## src/rtl/mul_iter_unit.sv

```systemverilog
// Iterative 32x32 shift-add multiplier for the EX stage; pulses MUL_READY once per product.
// Optional build macro MUL_RADIX4_EN: retire two multiplier bits per cycle (radix-4).
module mul_iter_unit #(
  parameter int DATA_W = 32,
  parameter int CNT_W  = 6
) (
  input  logic                  CLK,
  input  logic                  RST,
  input  logic                  MUL_START,
  input  logic                  MUL_CANCEL,
  input  logic                  SIGNED_MUL,
  input  logic [DATA_W-1:0]     MULTIPLICAND,
  input  logic [DATA_W-1:0]     MULTIPLIER,
  output logic                  MUL_READY,
  output logic [2*DATA_W-1:0]   MUL_RESULT
);

  localparam int PROD_W = 2 * DATA_W;

`ifdef MUL_RADIX4_EN
  localparam logic [CNT_W-1:0] LAST_CNT = CNT_W'(DATA_W / 2 - 1);
`else
  localparam logic [CNT_W-1:0] LAST_CNT = CNT_W'(DATA_W - 1);
`endif

  typedef enum logic [1:0] {IDLE, CALC, DONE} state_t;

  state_t              state_q, state_d;
  logic [PROD_W-1:0]   acc_q, acc_d;
  logic [DATA_W-1:0]   abs_a_q, abs_a_d;
  logic                neg_q, neg_d;
  logic [CNT_W-1:0]    cnt_q, cnt_d;
  logic [PROD_W-1:0]   result_q, result_d;
  logic                ready_q, ready_d;

  logic [DATA_W-1:0]   abs_a_in, abs_b_in;
  logic [PROD_W-1:0]   acc_step;

  // One radix-2 step: conditionally add A into the high half, keep the carry, shift right by one.
  function automatic logic [PROD_W-1:0] step(input logic [PROD_W-1:0] acc,
                                             input logic [DATA_W-1:0] a);
    logic [DATA_W:0] sum;
    sum = {1'b0, acc[PROD_W-1:DATA_W]} + ({1'b0, a} & {(DATA_W+1){acc[0]}});
    return {sum, acc[DATA_W-1:1]};
  endfunction

  always_comb begin
    // NOTE: every always_comb output gets a default first so no path leaves it unassigned (no latch).
    state_d  = state_q;
    acc_d    = acc_q;
    abs_a_d  = abs_a_q;
    neg_d    = neg_q;
    cnt_d    = cnt_q;
    result_d = result_q;
    ready_d  = 1'b0;

    // -2^31 negates to itself, which read unsigned is the correct magnitude.
    abs_a_in = (SIGNED_MUL && MULTIPLICAND[DATA_W-1]) ? -MULTIPLICAND : MULTIPLICAND;
    abs_b_in = (SIGNED_MUL && MULTIPLIER[DATA_W-1])   ? -MULTIPLIER   : MULTIPLIER;

`ifdef MUL_RADIX4_EN
    acc_step = step(step(acc_q, abs_a_q), abs_a_q);
`else
    acc_step = step(acc_q, abs_a_q);
`endif

    case (state_q)
      IDLE: begin
        if (MUL_START && !MUL_CANCEL) begin
          abs_a_d = abs_a_in;
          neg_d   = SIGNED_MUL & (MULTIPLICAND[DATA_W-1] ^ MULTIPLIER[DATA_W-1]);
          acc_d   = {{DATA_W{1'b0}}, abs_b_in};
          cnt_d   = '0;
          state_d = CALC;
        end
      end
      CALC: begin
        // A flushed EX (START dropped) is an abort, same as an explicit cancel.
        if (MUL_CANCEL || !MUL_START) begin
          state_d = IDLE;
        end else begin
          acc_d = acc_step;
          cnt_d = cnt_q + 1'b1;
          if (cnt_q == LAST_CNT) begin
            result_d = neg_q ? -acc_step : acc_step;
            ready_d  = 1'b1;
            state_d  = DONE;
          end
        end
      end
      DONE:    state_d = IDLE;
      default: state_d = IDLE;
    endcase
  end

  always_ff @(posedge CLK) begin
    if (!RST) begin
      state_q  <= IDLE;
      acc_q    <= '0;
      abs_a_q  <= '0;
      neg_q    <= 1'b0;
      cnt_q    <= '0;
      result_q <= '0;
      ready_q  <= 1'b0;
    end else begin
      // NOTE: non-blocking assignments so every flop samples pre-edge values regardless of order.
      state_q  <= state_d;
      acc_q    <= acc_d;
      abs_a_q  <= abs_a_d;
      neg_q    <= neg_d;
      cnt_q    <= cnt_d;
      result_q <= result_d;
      ready_q  <= ready_d;
    end
  end

  assign MUL_READY  = ready_q;
  assign MUL_RESULT = result_q;

endmodule

```

## config.mk

```make
export PLATFORM = sky130hd
export DESIGN_NAME = mul_iter_unit
export DESIGN_NICKNAME = d
export VERILOG_FILES = /design/src/rtl/mul_iter_unit.sv
export SDC_FILE = /design/constraint.sdc
export NUM_CORES = 1
export LEC_CHECK = 0
export CAP_MARGIN = 10
export CORE_MARGIN = 2
export CORE_UTILIZATION = 31
export CTS_CLUSTER_SIZE = 25
export DETAILED_ROUTE_END_ITERATION = 10
export SYNTH_ARGS = -nofsm -noshare
export SYNTH_HDL_FRONTEND = slang
export SYNTH_SLANG_ARGS = --single-unit
```

## constraint.sdc

```tcl
create_clock -name CLK -period 4.7 [get_ports CLK]
set_input_delay 0.94 -clock CLK [delete_from_list [all_inputs] [get_ports CLK]]
set_output_delay 0.94 -clock CLK [all_outputs]
set_load 0.02 [all_outputs]
```

; Yosys cells after proc, flatten, opt, wreduce, memory -nomap -nowiden
; Cells that the tools add are included.
[classes]
reduce_logical = 13
mux = 14
n_bitwise = 6
n_addsub = 5
n_eq_ne = 5
[op_table]
columns = op, count
row1 = 2-to-1 mux 64 bit, 3
row2 = case mux 64 bit (2 select lines), 1
row3 = 2-to-1 mux 32 bit, 2
row4 = negator 32 bit, 2
row5 = negator 64 bit, 1
row6 = adder 32 x 33 -> 33 bit, 1
row7 = AND 32 x 33 -> 33 bit, 1
row8 = 2-to-1 mux 6 bit, 2
row9 = case mux 6 bit (2 select lines), 1
row10 = adder 6 x 1 -> 6 bit (second input constant), 1
row11 = == test 6 x 5 -> 1 bit (second input constant), 1
row12 = 2-to-1 mux 2 bit, 3
row13 = AND reduction 3 bit, 2
row14 = inequality test 2 bit (second input constant), 2
row15 = case mux 2 bit (2 select lines), 1
row16 = AND reduction 2 bit, 2
row17 = logical AND 1 bit, 3
row18 = inequality test 3 bit (second input constant), 1
row19 = NOT 1 bit, 3
row20 = OR reduction 3 bit, 1
row21 = == test 2 x 1 -> 1 bit (second input constant), 1
row22 = logical NOT 1 bit, 2
row23 = logical NOT 2 bit, 1
row24 = nonzero test 2 bit, 1
row25 = other kinds (4), 4
[word_totals]
inputBits = 69
ff_bits = 170

; Logic depth before layout (Yosys ltp)
; Gate-level depths: netlist of run 1.
[logic_depth]
ltp_word = 4
mapped_depth = 15

; Worst setup path after synthesis of run 1
; Ideal clock, no wire load.
[synth_path]
path_type = register to register
start = register acc_q[0]
end = register result_q[63] (netlist: MUL_RESULT[63])
setup_time_ps = 92
stages_incl_launch_ff = 16
required_time_ps = 4608
slack_ps = 525
arrival_ps = 4084
path_cell_list = dfxtp_1 -> clkbuf_1 -> and2_1 -> ha_1 -> fa_1 -> a21o_1 -> a221o_1 -> a41o_1 -> or4_1 -> and3_1 -> buf_6 -> a2111oi_4 -> nand4_2 -> or3b_1 -> o2111a_1 -> nor4_1
[synth_between]
elab_chain_len = 4
[synth_rtl]
columns = item, line_no
row1 = start: declaration, 29  ; logic [PROD_W-1:0] acc_q, acc_d;
row2 = start signal: assignment, 99  ; acc_q <= '0;
row3 = start signal: assignment, 108  ; acc_q <= acc_d;
row4 = AND 32 x 33 -> 33 bit *, 43  ; sum = {1'b0, acc[PROD_W-1:DATA_W]} + ({1'b0, a} & {(DATA_W+1){acc[0]}});
row5 = adder 32 x 33 -> 33 bit *, 43
row6 = negator 64 bit, 85  ; result_d = neg_q ? -acc_step : acc_step;
row7 = 2-to-1 mux 64 bit *, 85
row8 = end signal: assignment, 112  ; result_q <= result_d;
row9 = end: declaration, 33  ; logic [PROD_W-1:0] result_q, result_d;
; Every way passes the cells marked *; elsewhere a longest branch is shown, timed or not.
; A chain may end at the register's enable or synchronous reset.

; Worst setup path in the final report of run 1
; Same ends and word-level chain as after synthesis.

==> results_dict.tcl, run 1 <==
set metrics [dict create \
    status "finished, final reports clean" \
    cts_sinks 170 \
    final_common_cell "nor2_1" \
    rsz0062_at_grt "no" \
    die_x_um 192 \
    p_per_area_nw_per_um2 260 \
    core-area_um2 34600 \
    worst_path_largest_cell_delay_ns 0.53 \
    post-route-period-util_pct 94.5 \
    antenna_found_initial 0 \
    dp_slack_ns 0.330 \
    fin_nets 1635 \
    critical_path_arrival_ns 4.78 \
    yosys_warnings 0 \
    ios 134 \
    hold_viol 0 \
    cp_max_fo 7 \
    ys_async_sr_fraction_pct 0 \
    antenna_cells 0 \
    grt_pass1_wl_um 53800 \
    start_kind "flip-flop" \
    ys_ff_latch 170 \
    num_rows 68 \
    crit_buf_inv 0 \
    antenna_left 0 \
    die_area_um2 36800 \
    dp_hpwl_um 26100 \
    worst_skew_pair.late_latency_ns 0.43 \
    portBuffers 133 \
    routabilityCongestion 0.894 \
    wirelength_um 34100 \
    ys_seq_area_share_pct 31.1 \
    p_leak_nw 4.79 \
    critPathKind "reg -> reg" \
    vdd_drop_max_uv 244 \
    reg2reg_slack_ns 0.26 \
    postCtsSetupRepairBufs 0 \
    fmax_ghz 0.225 \
    synth_fa_ha_area_share_pct 4.31 \
    syn_to_final_growth_pct 22.1 \
    mostFrequentLayoutCells "nor2_1, dfxtp_1, nand2_1" \
    vias 10620 \
    synth.area.top_cells "dfxtp_1, nor2_1, nand2_1" \
    synth_area_um2 10900 \
    crit_slowest_cell "a2111oi_4" \
    clk_path_buf_depth 2 \
    grt_max_degree 92 \
    root_buffer "clkbuf_16" \
    synth_edf_count 0 \
    postPlaceCellArea_um2 12700 \
    synth_flop_cell "dfxtp_1" \
    hold_path_class "reg -> reg" \
    crit_family "simple AND/OR/NAND/NOR gates" \
    fin_crit_ns 4.44 \
    drt-pass1-iter-count 7 \
    synth_top_family_by_area "compound AO/OA/AOI/OAI gates" \
    maxSlewHeadroom_pct 34.7 \
    setup_viol 0 \
    path_clk_slew_ns 0.07 \
    cts_buffers 17 \
    yosysTopAreaCellShare_pct 31.1 \
    vias_per_cell 5.32 \
    synth_cells 1432 \
    synth_top_area_cell "dfxtp_1" \
    cts_resized 0 \
    synth_cell_type_count 80 \
    grt_usage_pct 18.4 \
    drtIter0Drc 654 \
    start_util_pct 31.6 \
    synth_area_per_cell_um2 7.63 \
    overflow 0 \
    wl_per_cell_um 17.1 \
    fin_worst_skew_ns 0.0128 \
    grt_pass1_vias 9706 \
    synth-simple-area-share_pct 24.4 \
    synth.mux.area_fraction_pct 1.12 \
    drive_above_1_share_pct 5.78 \
    syn-num-nets 1538 \
    tns_ns 0 \
    tightest_slew_ns 0.979 \
    h-tree-depth 4 \
    setup_ws_ns 0.258 \
    finish.instance_area_um2 13300 \
    synth_xor_area_share_pct 10.2 \
    die_h_um 192 \
    maxSlewViolCount 0 \
    crit_required_ns 5.04 \
    drcViolationCount 0 \
    holdBufCountCts 0 \
    path_cells "and2_1, ha_1, fa_1, a21o_1, a221o_1, a41o_1, or4_1, and3_1, a2111oi_4, nand4_2, or3b_1, o2111a_1, nor4_1" \
    synth_compound_area_share_pct 25.2 \
    tritoncts "yes" \
    cap_violations 0 \
    crit_path_end_kind "flip-flop" \
]
[layout make-up]
cell class	instances	area, um2
Fill cell	3589	21300
Multi-Input combinational cell	1158	7130
Sequential cell	170	3410
Timing Repair Buffer	162	1560
Tap cell	455	569
Clock buffer	18	429
Clock inverter	13	168
Inverter	20	77.6
[worst reg2reg max path: stages, from the launching register on]
cell       delay, ns
dfxtp_1         0.35
and2_1          0.18
ha_1            0.20
fa_1            0.42
a21o_1          0.22
a221o_1         0.38
a41o_1          0.32
or4_1           0.40
and3_1          0.25
a2111oi_4       0.53
nand4_2         0.20
or3b_1          0.40
o2111a_1        0.24
nor4_1          0.27
[sequential cells by signal, indices dropped and copies added (netlist names)]
signal	count
MUL_RESULT	64
state_q	2
cnt_q	6
MUL_READY	1
acc_q	64
abs_a_q	32
neg_q	1
[synthesized netlist by cell type (15+ instances only)]
library cell,number
nand2_1,166
o41ai_1,15
a22oi_1,27
a211oi_1,51
nand3_1,22
nor3_1,32
clkbuf_1,76
ha_1,36
xor2_1,61
inv_1,19
xnor2_1,66
nor2_1,181
o31ai_1,23
a21oi_1,121
and2_1,44
o21ai_0,86
or3_1,23
dfxtp_1,170
[final timing paths]
check | start | end | cells after the start
min reg2reg | MUL_RESULT[32] | MUL_RESULT[32] | 2
max reg2reg | acc_q[0] | MUL_RESULT[63] | 13
min | MUL_RESULT[32] | MUL_RESULT[32] | 2
max | acc_q[0] | MUL_RESULT[63] | 13
[kinds of logic (layout without fill, tap and decap cells)]
logic type	Yosys count	count (layout)
adders and majority gates	37	37
and+or+nand+nor	560	560
DFF	170	170
muxes	12	12
buffers and inverters	104	213
xor gates and xnor gates	127	127
AOI/OAI and AO/OA	422	422
[power by group]
group / internal, mW / leakage [nW] / switching (mW)
Sequential: 1.47 / 1.38 / 0.0428
Clock: 0.839 / 0.276 / 0.621
Combinational: 0.210 / 3.14 / 0.281
Total: 2.52 / 4.79 / 0.946
[metrics by stage]
stage | std cells | hold WS, ns | util (%) | power, mW
2_1_floorplan | 1432 | 0.427 | - | 1.85
3_3_place_gp | 1965 | 0.441 | 36.8 | 2.03
3_5_place_dp | 1965 | 0.446 | 36.8 | 2.04
4_1_cts | 1996 | 0.453 | 38.5 | 3.50
5_1_grt | 1996 | 0.469 | 38.5 | 3.62
6_report | 1996 | 0.451 | 38.5 | 3.47
[layer usage]
layer,share of wire (%),GRT usage (%),vias up
met4,0.98,3.96,0
met3,4.3,2.54,22
met2,40,26.0,253
met5,0,0,-
li1,-,-,5368
met1,54,29.0,4977
(Power assumes the default switching activity.)
==> inputs of run 2 (changes only) <==
Settings changed: CORE_MARGIN 2 to default.
==> run 2 against run 1 <==
- combinational power about the same
- core utilization is 0.14 points higher
- largest cell class unchanged
- sequential share of layout area is 0.095 points lower
- count of clock-buffer cells in the layout is the same
- die area is 2.1% lower
- clock power rose by 3%
- worst setup slack gained 0.050 ns
==> results_dict.tcl, run 2 (synthesized netlist as in run 1, its figures left out) <==
set metrics [dict create \
    start_kind "flip-flop" \
    root_buffer "clkbuf_16" \
    clk_path_buf_depth 2 \
    tightest_slew_ns 0.865 \
    drive_above_1_share_pct 5.91 \
    drtIter0Drc 779 \
    grt_pass1_wl_um 52900 \
    maxSlewViolCount 0 \
    vdd_drop_max_uv 233 \
    fin_worst_skew_ns 0.0150 \
    wirelength_um 33100 \
    vias 10571 \
    busiest_layer "met1" \
    holdWs_ns 0.452 \
    drt-pass1-iter-count 7 \
    drcViolationCount 0 \
    setup_viol 0 \
    grt_util_met2_pct 25.1 \
    worst_path_largest_cell_delay_ns 0.48 \
    cp_max_fo 7 \
    path_clk_slew_ns 0.08 \
    vias_per_cell 5.29 \
    hold_path_class "reg -> reg" \
    die_x_um 190 \
    fmax_ghz 0.228 \
    fin_nets 1634 \
    setup_ws_ns 0.308 \
    met1_usage_pct 28.4 \
    overflow 0 \
    fin_crit_ns 4.39 \
    worstHoldStart "MUL_RESULT[44]" \
    critPathKind "reg -> reg" \
    h-tree-depth 4 \
    regArea_um2 3410 \
    syn_to_final_growth_pct 22.6 \
    crit_slowest_cell "a2111oi_4" \
    start_util_pct 31.6 \
    crit_start "acc_q[0]" \
    portBuffers 133 \
    die_area_um2 36000 \
    tns_ns 0 \
    antenna_left 0 \
    final_common_cell "nor2_1" \
    hold_viol 0 \
    gr-usage-met3_pct 3.04 \
    reg2reg_from "acc_q[0]" \
    cap_violations 0 \
    antenna_found_initial 2 \
    maxSlewHeadroom_pct 42.3 \
    cts_buffers 17 \
    post-route-period-util_pct 93.4 \
    rsz0062_at_grt "no" \
    grt_usage_pct 18.3 \
    crit_required_ns 5.04 \
    multi_input_area_um2 7140 \
    status "finished, final reports clean" \
    dp_slack_ns 0.311 \
    ios 134 \
    grt_max_degree 92 \
    p_leak_nw 4.82 \
    worst_skew_pair.late_latency_ns 0.44 \
    routabilityCongestion 0.867 \
    die_h_um 190 \
    fillerInstances 3612 \
    cts_sinks 170 \
    grt_pass1_vias 9612 \
    dp_hpwl_um 25600 \
    num_rows 68 \
    critical_path_arrival_ns 4.73 \
    crit_path_end_kind "flip-flop" \
    wl_per_cell_um 16.6 \
    p_per_area_nw_per_um2 263 \
    tritoncts "yes" \
    mostFrequentLayoutCells "nor2_1, dfxtp_1, nand2_1" \
    path_cells "and2_1, ha_1, fa_1, a21o_1, a221o_1, a41o_1, or4_1, and3_1, a2111oi_4, nand4_2, or3b_1, o2111a_1, nor4_1" \
    core-area_um2 34600 \
]
## run 2: area by class of cell
cell class / instances / area share, %
Antenna cell: 1 / 0.0187
Clock buffer: 18 / 3.28
Clock inverter: 14 / 1.35
Inverter: 20 / 0.579
Multi-Input combinational cell: 1158 / 53.3
Sequential cell: 170 / 25.4
Tap cell: 455 / 4.25
Timing Repair Buffer: 161 / 11.8
## run 2: timing repair
item                       CTS  global route
resized for setup            0             1
setup endpoints to repair    0             1
hold buffers                 0             0
setup buffers                0             0
## run 2: critical path: cells and delay by family (launching register included)
kind            cells  cell delay (ns)
compound gates      5             1.63
simple gates        6             1.71
fa+ha+maj           2             0.61
flops               1             0.35
## run 2: final timing paths
path | cells past startpoint | slack, ns | endpoint
max | 13 | 0.31 | MUL_RESULT[63]
min reg2reg | 2 | 0.45 | MUL_RESULT[44]
max reg2reg | 13 | 0.31 | MUL_RESULT[63]
min | 2 | 0.45 | MUL_RESULT[44]
## run 2: per-layer routing
layer	up-vias	share of wire (%)	wire length, um
met2	263	40	13200
met4	2	1.9	633
met5	-	0.039	13
li1	5364	-	-
met3	38	4.7	1550
met1	4904	53	17700
## run 2: stage by stage
| step | area [um2] | total power, mW | instances | utilization (%) |
|---|---|---|---|---|
| global route | 13400 | 3.67 | 1997 | 38.7 |
| global placement | 12800 | 2.03 | 1964 | 36.9 |
| finish | 13400 | 3.52 | 1997 | 38.7 |
| CTS | 13400 | 3.55 | 1996 | 38.7 |
| detailed placement | 12800 | 2.04 | 1964 | 36.9 |
| floorplan | 10900 | 1.85 | 1432 | - |
## run 2: power breakdown
part	internal, mW	total, mW	leakage [nW]	switching [mW]
registers	1.47	1.51	1.38	0.0402
clock network	0.864	1.51	0.302	0.649
logic	0.211	0.492	3.14	0.280
total	2.55	3.52	4.82	0.970
==> inputs of run 3 (changes only) <==
Settings changed: SKIP_CTS_REPAIR_TIMING from default to 1.
==> results of run 3 <==
Same layout as run 2: the final DEF is identical, and so are final timing and power.
